<file path="src/rtl/spart_brg_param.sv">
// spart_brg_param: parametrised baud rate generator for the SPART family.
// Produces an oversample tick (os_tick_o) and a full-bit tick (bit_tick_o)
// from a bus-programmable integer divisor. Divisor updates are staged and
// committed only at a counter rollover or at an RX phase resync.
//
// Optional feature macro: SPART_BRG_FRAC_EN
//   defined   - fractional divisor register (addr 2) and accumulator; a carry
//               out of the accumulator stretches the next period by one cycle.
//   undefined - no fractional logic, addr 2 writes are ignored, period is
//               always div_active + 1.
//
// Register map (wr_addr_i):
//   0 : staging divisor [7:0]
//   1 : staging divisor [DIV_W-1:8], arms the commit at the next rollover
//   2 : fractional divisor (FRAC_W LSBs of wr_data_i)
//   3 : reserved, writes ignored

module spart_brg_param #(
    parameter int DIV_W   = 16,
    parameter int OVS     = 16,
    parameter int RST_DIV = 650,
    parameter int FRAC_W  = 4
) (
    input  logic             clk,
    input  logic             rst,
    input  logic             en_i,
    input  logic             wr_en_i,
    input  logic [1:0]       wr_addr_i,
    input  logic [7:0]       wr_data_i,
    input  logic             rx_resync_i,
    output logic             os_tick_o,
    output logic             bit_tick_o,
    output logic [DIV_W-1:0] div_active_o
);

    // The period counter needs one extra bit: a carry can load div + 1.
    localparam int CNT_W = DIV_W + 1;
    localparam int HI_W  = DIV_W - 8;
    localparam int OS_W  = (OVS > 1) ? $clog2(OVS) : 1;

    localparam logic [DIV_W-1:0] DIV_RST = DIV_W'(RST_DIV);
    localparam logic [CNT_W-1:0] CNT_RST = CNT_W'(RST_DIV);
    localparam logic [OS_W-1:0]  OS_TOP  = OS_W'(OVS - 1);
    localparam logic [OS_W-1:0]  OS_MID  = OS_W'(OVS / 2 - 1);

    logic [DIV_W-1:0] div_active_q, div_active_d;
    logic [DIV_W-1:0] staging_q, staging_d;
    logic             pending_q, pending_d;
    logic [CNT_W-1:0] cnt_q, cnt_d;
    logic [OS_W-1:0]  os_cnt_q, os_cnt_d;

    logic [DIV_W-1:0] div_eff;
    logic             cnt_zero;
    logic             carry;
    logic             wr_lo, wr_hi, wr_frac;
    logic             unused_wr_bits;

    assign wr_lo   = wr_en_i && (wr_addr_i == 2'd0);
    assign wr_hi   = wr_en_i && (wr_addr_i == 2'd1);
    assign wr_frac = wr_en_i && (wr_addr_i == 2'd2);

    // Not every data bit lands in a register for every parameter choice.
    assign unused_wr_bits = ^{wr_data_i, wr_frac};

    // A pending commit is applied before the value is used for reload.
    assign div_eff  = pending_q ? staging_q : div_active_q;
    assign cnt_zero = (cnt_q == '0);

`ifdef SPART_BRG_FRAC_EN
    logic [FRAC_W-1:0] frac_q, frac_d;
    logic [FRAC_W-1:0] frac_acc_q, frac_acc_d;
    logic [FRAC_W:0]   frac_sum;

    assign frac_sum = {1'b0, frac_acc_q} + {1'b0, frac_q};
    assign carry    = frac_sum[FRAC_W];

    // Fractional register and accumulator next-state.
    always_comb begin
        frac_d     = frac_q;
        frac_acc_d = frac_acc_q;
        if (wr_frac) begin
            frac_d = wr_data_i[FRAC_W-1:0];
        end
        if (en_i) begin
            if (rx_resync_i) begin
                frac_acc_d = '0;
            end else if (cnt_zero) begin
                frac_acc_d = frac_sum[FRAC_W-1:0];
            end
        end
    end

    // Fractional state registers.
    always_ff @(posedge clk) begin
        if (rst) begin
            frac_q     <= '0;
            frac_acc_q <= '0;
        end else begin
            frac_q     <= frac_d;
            frac_acc_q <= frac_acc_d;
        end
    end
`else
    assign carry = 1'b0;
`endif

    // Staging register, commit flag, period and oversample counters.
    always_comb begin
        staging_d    = staging_q;
        div_active_d = div_active_q;
        pending_d    = pending_q;
        cnt_d        = cnt_q;
        os_cnt_d     = os_cnt_q;

        if (wr_lo) begin
            staging_d[7:0] = wr_data_i;
        end
        if (wr_hi) begin
            staging_d[DIV_W-1:8] = wr_data_i[HI_W-1:0];
        end

        if (en_i) begin
            if (rx_resync_i) begin
                div_active_d = div_eff;
                pending_d    = 1'b0;
                cnt_d        = {1'b0, div_eff};
                os_cnt_d     = OS_MID;
            end else if (cnt_zero) begin
                div_active_d = div_eff;
                pending_d    = 1'b0;
                cnt_d        = {1'b0, div_eff} + CNT_W'(carry);
                os_cnt_d     = (os_cnt_q == '0) ? OS_TOP : os_cnt_q - OS_W'(1);
            end else begin
                cnt_d = cnt_q - CNT_W'(1);
            end
        end

        // A high-byte write landing on a rollover arms the next rollover,
        // so it overrides the clear above.
        if (wr_hi) begin
            pending_d = 1'b1;
        end
    end

    // Main state registers.
    always_ff @(posedge clk) begin
        if (rst) begin
            div_active_q <= DIV_RST;
            staging_q    <= DIV_RST;
            pending_q    <= 1'b0;
            cnt_q        <= CNT_RST;
            os_cnt_q     <= OS_TOP;
        end else begin
            div_active_q <= div_active_d;
            staging_q    <= staging_d;
            pending_q    <= pending_d;
            cnt_q        <= cnt_d;
            os_cnt_q     <= os_cnt_d;
        end
    end

    assign os_tick_o    = en_i && !rx_resync_i && cnt_zero;
    assign bit_tick_o   = os_tick_o && (os_cnt_q == '0);
    assign div_active_o = div_active_q;

endmodule

</file>
<file path="config.mk">
export PLATFORM = sky130hd
export DESIGN_NAME = spart_brg_param
export DESIGN_NICKNAME = d
export VERILOG_FILES = /design/src/rtl/spart_brg_param.sv
export SDC_FILE = /design/constraint.sdc
export NUM_CORES = 1
export LEC_CHECK = 0
export ABC_AREA = 1
export CAP_MARGIN = 10
export CORE_UTILIZATION = 35
export DETAILED_ROUTE_END_ITERATION = 7
export GPL_TIMING_DRIVEN = 0
export SETUP_SLACK_MARGIN = 0.1
export SLEW_MARGIN = 20
export SYNTH_ARGS = -nofsm -noshare
export SYNTH_HDL_FRONTEND = slang
export SYNTH_SLANG_ARGS = --single-unit
</file>
<file path="constraint.sdc">
create_clock -name clk -period 1.5 [get_ports clk]
set_clock_uncertainty 0.05 [all_clocks]
set_input_delay 0.45 -clock clk [delete_from_list [all_inputs] [get_ports clk]]
set_output_delay 0.45 -clock clk [all_outputs]
set_load 0.01 [all_outputs]
</file>
==> results of run 1 <==
[cells in the final DEF (no fill, tap or decap), drive strengths merged]
cell | netlist | final
nand2 | 128 | 128
nor2 | 67 | 67
dfxtp | 54 | 54
inv | 52 | 53
o21ai | 44 | 44
nand3 | 34 | 34
buf | 7 | 34
clkbuf | 7 | 18
a21oi | 16 | 16
clkdlybuf4s50 | 0 | 10
clkdlybuf4s15 | 0 | 4
ha | 3 | 3
xor2 | 2 | 2
o22ai | 2 | 2
dlymetal6s2s | 0 | 2
nor3 | 2 | 2
a31oi | 1 | 1
nand3b | 1 | 1
xnor2 | 1 | 1
o21a | 1 | 1
o211ai | 1 | 1
clkinvlp | 0 | 1
bufbuf | 0 | 1
dlygate4sd2 | 0 | 1
[worst max-delay path, stage by stage (launching register included)]
cell and delay [ns]:
sky130_fd_sc_hd__dfxtp_2 0.34, sky130_fd_sc_hd__inv_2 0.07, sky130_fd_sc_hd__ha_4 0.12, sky130_fd_sc_hd__inv_2 0.03, sky130_fd_sc_hd__nor2_2 0.10, sky130_fd_sc_hd__nand2_2 0.06, sky130_fd_sc_hd__nor2_4 0.13, sky130_fd_sc_hd__nand3_4 0.11
sky130_fd_sc_hd__nor2_4 0.10, sky130_fd_sc_hd__buf_6 0.10
[layer usage]
metal,GRT usage (%),up-vias,wire (µm)
met2,32.9,41,3690
met5,0,-,0
met3,2.36,8,210
met1,25.7,1260,3650
li1,-,1445,-
met4,5.51,0,106
[power breakdown]
part           switching, µW  internal (µW)
logic                    321            217
clock network            495            322
registers               46.0           1500
[flip-flops by register name, summed over array words and instances, names as in the netlist]
name	count
cnt_q	17
div_active_o	16
os_cnt_q	4
pending_q	1
staging_q	16
[cell type report]
class / count / area (µm²)
Inverter: 53 / 206
Fill cell: 754 / 3760
Clock inverter: 1 / 7.51
Tap cell: 99 / 124
Sequential cell: 54 / 1100
Timing Repair Buffer: 50 / 455
Multi-Input combinational cell: 303 / 1580
Buffer: 14 / 97.6
Clock buffer: 6 / 72.6
[worst min-delay path by stage]
stage	start	end	slack, ns	cells after the start
6_report	staging_q[9]$_SDFFE_PP1P_	staging_q[9]$_SDFFE_PP1P_	0.42	2
5_1_grt	staging_q[9]$_SDFFE_PP1P_	staging_q[9]$_SDFFE_PP1P_	0.44	2
4_1_cts	staging_q[7]$_SDFFE_PP1P_	staging_q[7]$_SDFFE_PP1P_	0.42	2
3_5_place_dp	staging_q[7]$_SDFFE_PP1P_	staging_q[7]$_SDFFE_PP1P_	0.39	2
3_3_place_gp	staging_q[7]$_SDFFE_PP1P_	staging_q[7]$_SDFFE_PP1P_	0.39	2
2_1_floorplan	staging_q[1]$_SDFFE_PP1P_	staging_q[1]$_SDFFE_PP1P_	0.38	2
[timing repair]
action                                  CTS  global route
pin swaps                                 9             9
endpoints found under the setup margin   72            68
buffers inserted                         12             4
cloned                                    3             0
hold buffers                              0             0
resized for setup                        99            51
[through the flow]
step	util (%)	setup TNS, ns	hold slack (ns)
final	49.2	-13.22	0.419
after global routing	49.2	-18.34	0.439
after CTS	47.7	-11.28	0.420
after detailed placement	43.2	-38.68	0.395
after global placement	43.2	-38.03	0.393
after floorplan	-	-0.459	0.379
[logic make-up (layout without fill, tap and decap cells)]
logic type	after synthesis	in the layout	share of synthesized area, %
simple gates	232	232	35.7
compound gates	65	65	12.5
buf+inv	67	124	10.1
xor+xnor	3	3	0.958
flops	54	54	39.4
fa+ha+maj	3	3	1.37
==> metrics.log, run 1 <==
[metrics] count of cell types in the netlist: 30
[metrics] required time reported for the critical path endpoint: 1.00 ns
[metrics] endpoint of the worst register-to-register path: os_cnt_q[2]$_SDFFE_PP1P_
[metrics] syn_nets: 442
[metrics] number of DRC markers in iteration 0: roughly 110
[metrics] count of buffers inserted at the top-level ports: 31
[metrics] most numerous cell in the Yosys netlist: sky130_fd_sc_hd__nand2_1
[metrics] synthesized instance count: between 400 and 500
[metrics] violations in the final reports: setup timing
[metrics] library cell used as clock root buffer: sky130_fd_sc_hd__clkbuf_8
[metrics] share of async-settable or async-resettable flops after synthesis: 0%
[metrics] sink count of the clock tree: 54
[metrics] start point of the critical path: cnt_q[0]$_SDFFE_PP0P_
[metrics] final cell area excluding filler cells: 0.00364 mm²
[metrics] fraction of the cycle the final worst path needs: 131%
[metrics] share of the synthesized area in the top cell type: 39.4%
[metrics] post-synthesis cell type with the largest combined area: sky130_fd_sc_hd__dfxtp_1
[metrics] CTS H-Tree Depth: 2
[metrics] aggregate global routing overflow: 0
[metrics] most area-consuming cells after synthesis: sky130_fd_sc_hd__dfxtp_1 39%, sky130_fd_sc_hd__nand2_1 16%, sky130_fd_sc_hd__nor2_1 8.1%
[metrics] DR WL/cell: between 10 and 15 µm
[metrics] growth of design area from synthesis to finish: 32.8%
[metrics] Core Rows: 31
[metrics] Post-Place Setup Slack: -1.22 ns
[metrics] Avg Synthesized Cell Area: 6.47 µm²
[metrics] placed standard-cell area: 0.00320 mm²
[metrics] DR DRC count: 0
[metrics] number of optimization iterations in the first detailed-route pass: 4
[metrics] leakage power summed over all cells: 0.00172 µW
[metrics] overall global routing resource usage: around a fifth
[metrics] count of synthesis-stage warnings from yosys: 0
[metrics] Die Footprint: 0.00820 mm²
[metrics] effective utilization at floorplan: a little under two fifths
[metrics] Worst Path Arrival: approximately 1.5 ns
[metrics] top flip-flop cell by instance count after synthesis: sky130_fd_sc_hd__dfxtp_1
[metrics] Placed Cells incl. Taps: 554
[metrics] number of global-route vias before repair: 2,554
[metrics] FF-to-FF Start: cnt_q[0]$_SDFFE_PP0P_
[metrics] cell area after synthesis: 0.00274 mm²
[metrics] Tightest Pin Transition: between 0.7 and 0.8 ns
[metrics] peak supply drop: 0.412 mV
[metrics] Chip Height: 90.5 µm
[metrics] overall routed net length: 7650 µm
[metrics] max-cap check violation count: 0
[metrics] area inside the core boundary: 0.00741 mm²
[metrics] placer's final routability congestion estimate: 0.824
[metrics] Antenna Diode Count: 0
[metrics] Final Critical Period: 1.96 ns
[metrics] final count of hold timing violations: 0
[metrics] kind of critical path: reg -> out
[metrics] highest fanout seen on the critical path: 3
[metrics] Crit. End Element: primary output
[metrics] unrepaired setup endpoints after global routing: yes
[metrics] number of setup violations in the final report: 40
[metrics] result of the run: finished with violations
[metrics] Hold Crit Class: reg -> reg
[metrics] path depth of the worst reg2reg path: 14
[metrics] TritonCTS clock tree: yes
[metrics] Clock transition at path regs: 0.09 ns
[metrics] maximum number of pins on one net before global-route repair: 16
[metrics] insertion delay to the later sink of the worst-skew pair: 0.32 ns
[metrics] power density of the placed cells: around 800 mW/mm²
[metrics] number of standard cells in the layout, taps in and fillers out: 580
[metrics] maximum frequency from static timing analysis: 0.509 GHz
[metrics] portion of the post-synthesis area used by sequential elements: 39.4%
[metrics] Power Total: 2900 µW
[metrics] wire length of the first global-routing pass: about 13,000 µm
[metrics] DR vias: about 2,800
[metrics] total clock buffers created by CTS: 5
[metrics] max-slew violation total from the final report: 0
[metrics] number of synthesized register bits: 54
[metrics] startpoint type of the worst setup path: register
[metrics] antenna violations before repair: 0
[metrics] Antenna Violating Nets Remaining: 0
[metrics] number of placed I/O pins: 33
[metrics] Clock Path Buffers: 2
[metrics] worst reg-to-reg setup slack: -0.43 ns
[metrics] final setup slack of the worst path: -0.463 ns
[metrics] detailed placer's ending HPWL: ~5500 µm
[metrics] share of layout cells above drive strength 1: 24.7%
[metrics] Die W: 90.5 µm
[metrics] Critical path destination: bit_tick_o
[metrics] top post-synthesis cells by count: 120 x sky130_fd_sc_hd__nand2_1, 59 x sky130_fd_sc_hd__nor2_1, 54 x sky130_fd_sc_hd__dfxtp_1, 51 x sky130_fd_sc_hd__inv_1, 41 x sky130_fd_sc_hd__o21ai_0
[metrics] average via count per standard cell: between 4 and 5
[metrics] Worst slew margin: 48.5%
[metrics] EDFF count, synth: 0
[metrics] net count of the finished layout: roughly 500
No activity file was read; power rests on OpenSTA's default activity.
==> run 2, diff against run 1 <==
--- a/config.mk
+++ b/config.mk
@@ -5,8 +5,8 @@
 export SDC_FILE = /design/constraint.sdc
 export NUM_CORES = 1
 export LEC_CHECK = 0
-export ABC_AREA = 1
 export CAP_MARGIN = 10
+export CORE_MARGIN = 1.5
 export CORE_UTILIZATION = 35
 export DETAILED_ROUTE_END_ITERATION = 7
 export GPL_TIMING_DRIVEN = 0
==> run 2 against run 1 <==
The flow still finishes with violations (setup timing). Worst hold slack improved by 0.015 ns. First-iteration DRC count rose by 6.5%. Count of clock-buffer cells in the layout did not move. Largest cell class unchanged. Total power rose by 2.2%. Sequential cell count did not move. Register-to-register slack got worse by 0.17 ns. Fmax fell by 7.3%. Clock power rose by 22%. Worst setup slack got worse by 0.15 ns.
==> metrics.log, run 2 <==
[metrics] Antenna Violating Nets Remaining: 0 (unchanged)
[metrics] cell chain of the critical path: inv_2, ha_4, nor4b_4, nand4_4, nor3_2, buf_2
[metrics] cell at the slowest stage of the critical path: sky130_fd_sc_hd__dfxtp_2
[metrics] share of layout cells above drive strength 1: 37.1% (+12 points)
[metrics] multiplexer area fraction after synthesis: 15.1% (+15 points)
[metrics] CTS Hold Buffers Added: 0 (unchanged)
[metrics] leakage power summed over all cells: 0.00153 µW (-11%)
[metrics] Hold Crit Class: reg -> reg
[metrics] Register Area: 0.00111 mm² (+1.4%)
[metrics] number of synthesized register bits: 54 (unchanged)
[metrics] largest register by flop count: cnt_q
[metrics] met1 demand-to-capacity share in global routing: 27.9% (+2.2 points)
[metrics] Die Footprint: 0.00825 mm² (+0.64%)
[metrics] placer's final routability congestion estimate: 0.904 (+9.7%)
[metrics] count of buffers inserted at the top-level ports: 31 (unchanged)
[metrics] syn_nets: 317 (-28%)
[metrics] average via count per standard cell: 5.41 (+14%)
[metrics] Sw Ratio: 26.8% (-3.0 points)
[metrics] most numerous cell in the Yosys netlist: sky130_fd_sc_hd__dfxtp_1
[metrics] net count of the finished layout: 389 (-22%)
[metrics] startpoint type of the worst setup path: register
[metrics] post-synthesis cell type with the largest combined area: sky130_fd_sc_hd__dfxtp_1
[metrics] final setup slack of the worst path: -0.618 ns (-0.155 ns)
[metrics] Placed Cells incl. Taps: 429 (-23%)
[metrics] Worst slew margin: 56.2% (+7.8 points)
[metrics] library cell used as clock root buffer: sky130_fd_sc_hd__clkbuf_8
[metrics] cell area after synthesis: 0.00270 mm² (-1.6%)
[metrics] post-synthesis compound-gate area fraction: 18.2% (+5.7 points)
[metrics] adder-cell area share of the yosys netlist: 1.39% (+0.022 points)
[metrics] insertion delay to the later sink of the worst-skew pair: 0.31 ns (about the same)
[metrics] DR WL/cell: 17.7 µm (+34%)
[metrics] growth of design area from synthesis to finish: 41.2%
[metrics] peak supply drop: 0.513 mV (+25%)
[metrics] largest family of logic cells by synthesized area: simple AND/OR/NAND/NOR gates
[metrics] final setup TNS: -20.58 ns (-7.36 ns)
[metrics] number of setup violations in the final report: 40 (unchanged)
[metrics] Layout fillers: 687 (-8.9%)
[metrics] overall routed net length: 8330 µm (+8.9%)
[metrics] count of buffer and inverter cells on the critical path: 2 (-1)
[metrics] number of standard cells in the layout, taps in and fillers out: 471 (-19%)
[metrics] maximum number of pins on one net before global-route repair: 17 (+1)
[metrics] Clock transition at path regs: 0.10 ns (about the same)
[metrics] required time reported for the critical path endpoint: 1.00 ns (about the same)
[metrics] number of optimization iterations in the first detailed-route pass: 4 (unchanged)
[metrics] unrepaired setup endpoints after global routing: yes
[metrics] area inside the core boundary: 0.00737 mm² (-0.52%)
[metrics] sink count of the clock tree: 54 (unchanged)
[metrics] share of the synthesized area in the top cell type: 40.0% (+0.64 points)
[metrics] count of synthesis-stage warnings from yosys: 0 (unchanged)
[metrics] Tightest Pin Transition: 0.656 ns (-0.117 ns)
[metrics] number of placed I/O pins: 33 (unchanged)
[metrics] Crit path max-delay family: simple AND/OR/NAND/NOR gates
[metrics] largest stage delay on the critical path: 0.34 ns (about the same)
[metrics] max-slew violation total from the final report: 0 (unchanged)
[metrics] Clock Path Buffers: 2 (unchanged)
[metrics] fraction of the cycle the final worst path needs: 141% (+10 points)
[metrics] EDFF count, synth: 0 (unchanged)
[metrics] Final Critical Period: 2.12 ns (+0.155 ns)
[metrics] post-synthesis share of cell area spent on xor and xnor gates: 0.973% (+0.016 points)
[metrics] top flip-flop cell by instance count after synthesis: sky130_fd_sc_hd__dfxtp_1
[metrics] max-cap check violation count: 0 (unchanged)
[metrics] power share of the sequential group: 51.0% (-2.3 points)
[metrics] post-synthesis share of cell area spent on and, or, nand and nor gates: 19.7% (-16 points)
[metrics] CTS H-Tree Depth: 2 (unchanged)
[metrics] Logic pwr share: 15.1% (-3.4 points)
[metrics] highest-count cells in the layout ignoring fill and taps: 40 x sky130_fd_sc_hd__nor2_1, 35 x sky130_fd_sc_hd__mux2i_1, 33 x sky130_fd_sc_hd__dfxtp_1
[metrics] area of the multi-input gates: 0.00170 mm² (+7.4%)
[metrics] Largest register FFs: 17 (unchanged)
[metrics] overall global routing resource usage: 20.1% (+0.75 points)
[metrics] met3 global-route usage: 3.11% (+0.76 points)
[metrics] violations in the final reports: setup timing
[metrics] Chip Height: 90.8 µm (+0.32%)
[metrics] global-route track usage on met2: 31.5% (-1.4 points)
[metrics] most common cell after layout, fill and taps aside: sky130_fd_sc_hd__nor2_1
[metrics] aggregate global routing overflow: 0 (unchanged)
[metrics] result of the run: finished with violations
[metrics] synthesized instance count: 299 (-29%)
[metrics] Psw: 794 µW (-7.9%)
[metrics] Crit. End Element: primary output
[metrics] busiest metal layer after global routing: met2
[metrics] DR DRC count: 0 (unchanged)
[metrics] power density of the placed cells: 778 mW/mm² (-2.3%)
[metrics] TritonCTS clock tree: yes
[metrics] portion of the post-synthesis area used by sequential elements: 40.0% (+0.64 points)
[metrics] Worst Path Arrival: 1.62 ns (+0.16 ns)
[metrics] Core Rows: 31 (unchanged)
[metrics] maximum frequency from static timing analysis: 0.472 GHz (-7.3%)
[metrics] effective utilization at floorplan: 36.6% (-0.40 points)
[metrics] Avg Synthesized Cell Area: 9.03 µm² (+40%)
[metrics] antenna violations before repair: 0 (unchanged)
[metrics] internal power of the cells: 2170 µW (+6.5%)
[metrics] total clock buffers created by CTS: 5 (unchanged)
[metrics] kind of critical path: reg -> out
[metrics] final count of hold timing violations: 0 (unchanged)
[metrics] count of cell types in the netlist: 56 (+87%)
[metrics] detailed placer's ending HPWL: 5380 µm (-1.6%)
[metrics] number of DRC markers in iteration 0: 115 (+6.5%)
[metrics] Antenna Diode Count: 0 (unchanged)
[metrics] Die W: 90.8 µm (+0.32%)
[metrics] highest fanout seen on the critical path: 3 (unchanged)
[metrics] number of global-route vias before repair: 2,569 (+0.59%)
[metrics] top post-synthesis cells by count: 54 x sky130_fd_sc_hd__dfxtp_1, 43 x sky130_fd_sc_hd__nor2_1, 35 x sky130_fd_sc_hd__mux2i_1, 27 x sky130_fd_sc_hd__nand2_1, 17 x sky130_fd_sc_hd__a21oi_1
[metrics] most area-consuming cells after synthesis: sky130_fd_sc_hd__dfxtp_1 40%, sky130_fd_sc_hd__mux2i_1 13%, sky130_fd_sc_hd__nor2_1 6.0%
[metrics] share of async-settable or async-resettable flops after synthesis: 0% (unchanged)
[metrics] clock network power share: 33.9% (+5.7 points)
[metrics] wire length of the first global-routing pass: 13,100 µm (+3.2%)
[metrics] DR vias: 2,546 (-7.6%)
-- run 2: cell count changes in the layout (fill, tap and decap cells not counted), moves of 6 or more --
cell                      change
sky130_fd_sc_hd__nor2_1       -9
sky130_fd_sc_hd__o21ai_0     -26
sky130_fd_sc_hd__nand2_1     -96
sky130_fd_sc_hd__nand3_1     -17
sky130_fd_sc_hd__nor2_2      -10
sky130_fd_sc_hd__dfxtp_1      -8
sky130_fd_sc_hd__buf_4       +12
sky130_fd_sc_hd__inv_1       -37
sky130_fd_sc_hd__dfxtp_2      +6
sky130_fd_sc_hd__mux2i_1     +35
-- run 2: what timing repair did --
action,4_1_cts,5_1_grt
cloned,3,0
gates resized for setup,118,35
setup endpoints to repair,72,71
setup buffers,22,9
pin swaps,13,11
-- run 2: kinds of logic (layout without fill, tap and decap cells) --
logic type,Yosys count,after routing
buffers and inverters,28,101
AND/OR/NAND/NOR,106,106
AO/OA/AOI/OAI,65,65
XOR/XNOR,3,3
flip-flops,54,54
multiplexers,40,40
adder cells (fa/ha/maj),3,3
-- run 2: path summary, 6_finish.rpt --
check                                                   from                           end  slack, ns  cells after the start
worst max-delay path                   cnt_q[1]$_SDFFE_PP1P_                    bit_tick_o      -0.62                      6
worst max register to register         cnt_q[1]$_SDFFE_PP1P_        cnt_q[14]$_SDFFE_PP0P_      -0.60                     10
worst min-delay path            div_active_o[7]$_SDFFE_PP1P_  div_active_o[7]$_SDFFE_PP1P_       0.43                      2
worst min register to register  div_active_o[7]$_SDFFE_PP1P_  div_active_o[7]$_SDFFE_PP1P_       0.43                      2
-- run 2: per-stage QoR --
step	instance area (µm²)	utilization, %	hold slack [ns]	power [µW]	worst slack (ns)
finish	3810	51.7	0.433	2960	-0.618
global route	3810	51.7	0.439	3070	-0.694
CTS	3710	50.4	0.432	2950	-0.606
detailed placement	3180	43.2	0.432	1880	-1.30
global placement	3180	43.2	0.421	1870	-1.27
floorplan	2750	-	0.404	1750	-0.307
-- run 2: area by class of cell --
cell class	count	area share [%]
Buffer	17	3.15
Clock buffer	6	1.90
Clock inverter	2	0.985
Inverter	11	1.15
Multi-Input combinational cell	217	44.6
Sequential cell	54	29.2
Tap cell	99	3.25
Timing Repair Buffer	65	15.8
-- run 2: power by group through the flow --
stage	Sequential, µW	Combinational (µW)	Clock (µW)
finish	1510	448	1000
floorplan	1540	217	0
global placement	1540	331	0
detailed placement	1540	332	0
global route	1520	480	1070
CTS	1510	414	1020
-- run 2: tightest hold or removal path: stages, from the launching register on --
cell                      delay, ns
sky130_fd_sc_hd__dfxtp_2       0.34
sky130_fd_sc_hd__nand2_1       0.05
sky130_fd_sc_hd__nand3_1       0.06
-- run 2: per-layer routing --
layer / vias to the layer above / wire length [µm] / share of wire (%)
met5: - / 0 / 0
met4: 0 / 132 / 1.6
met3: 11 / 443 / 5.3
met2: 70 / 3920 / 47
met1: 1241 / 3840 / 46
li1: 1224 / - / -
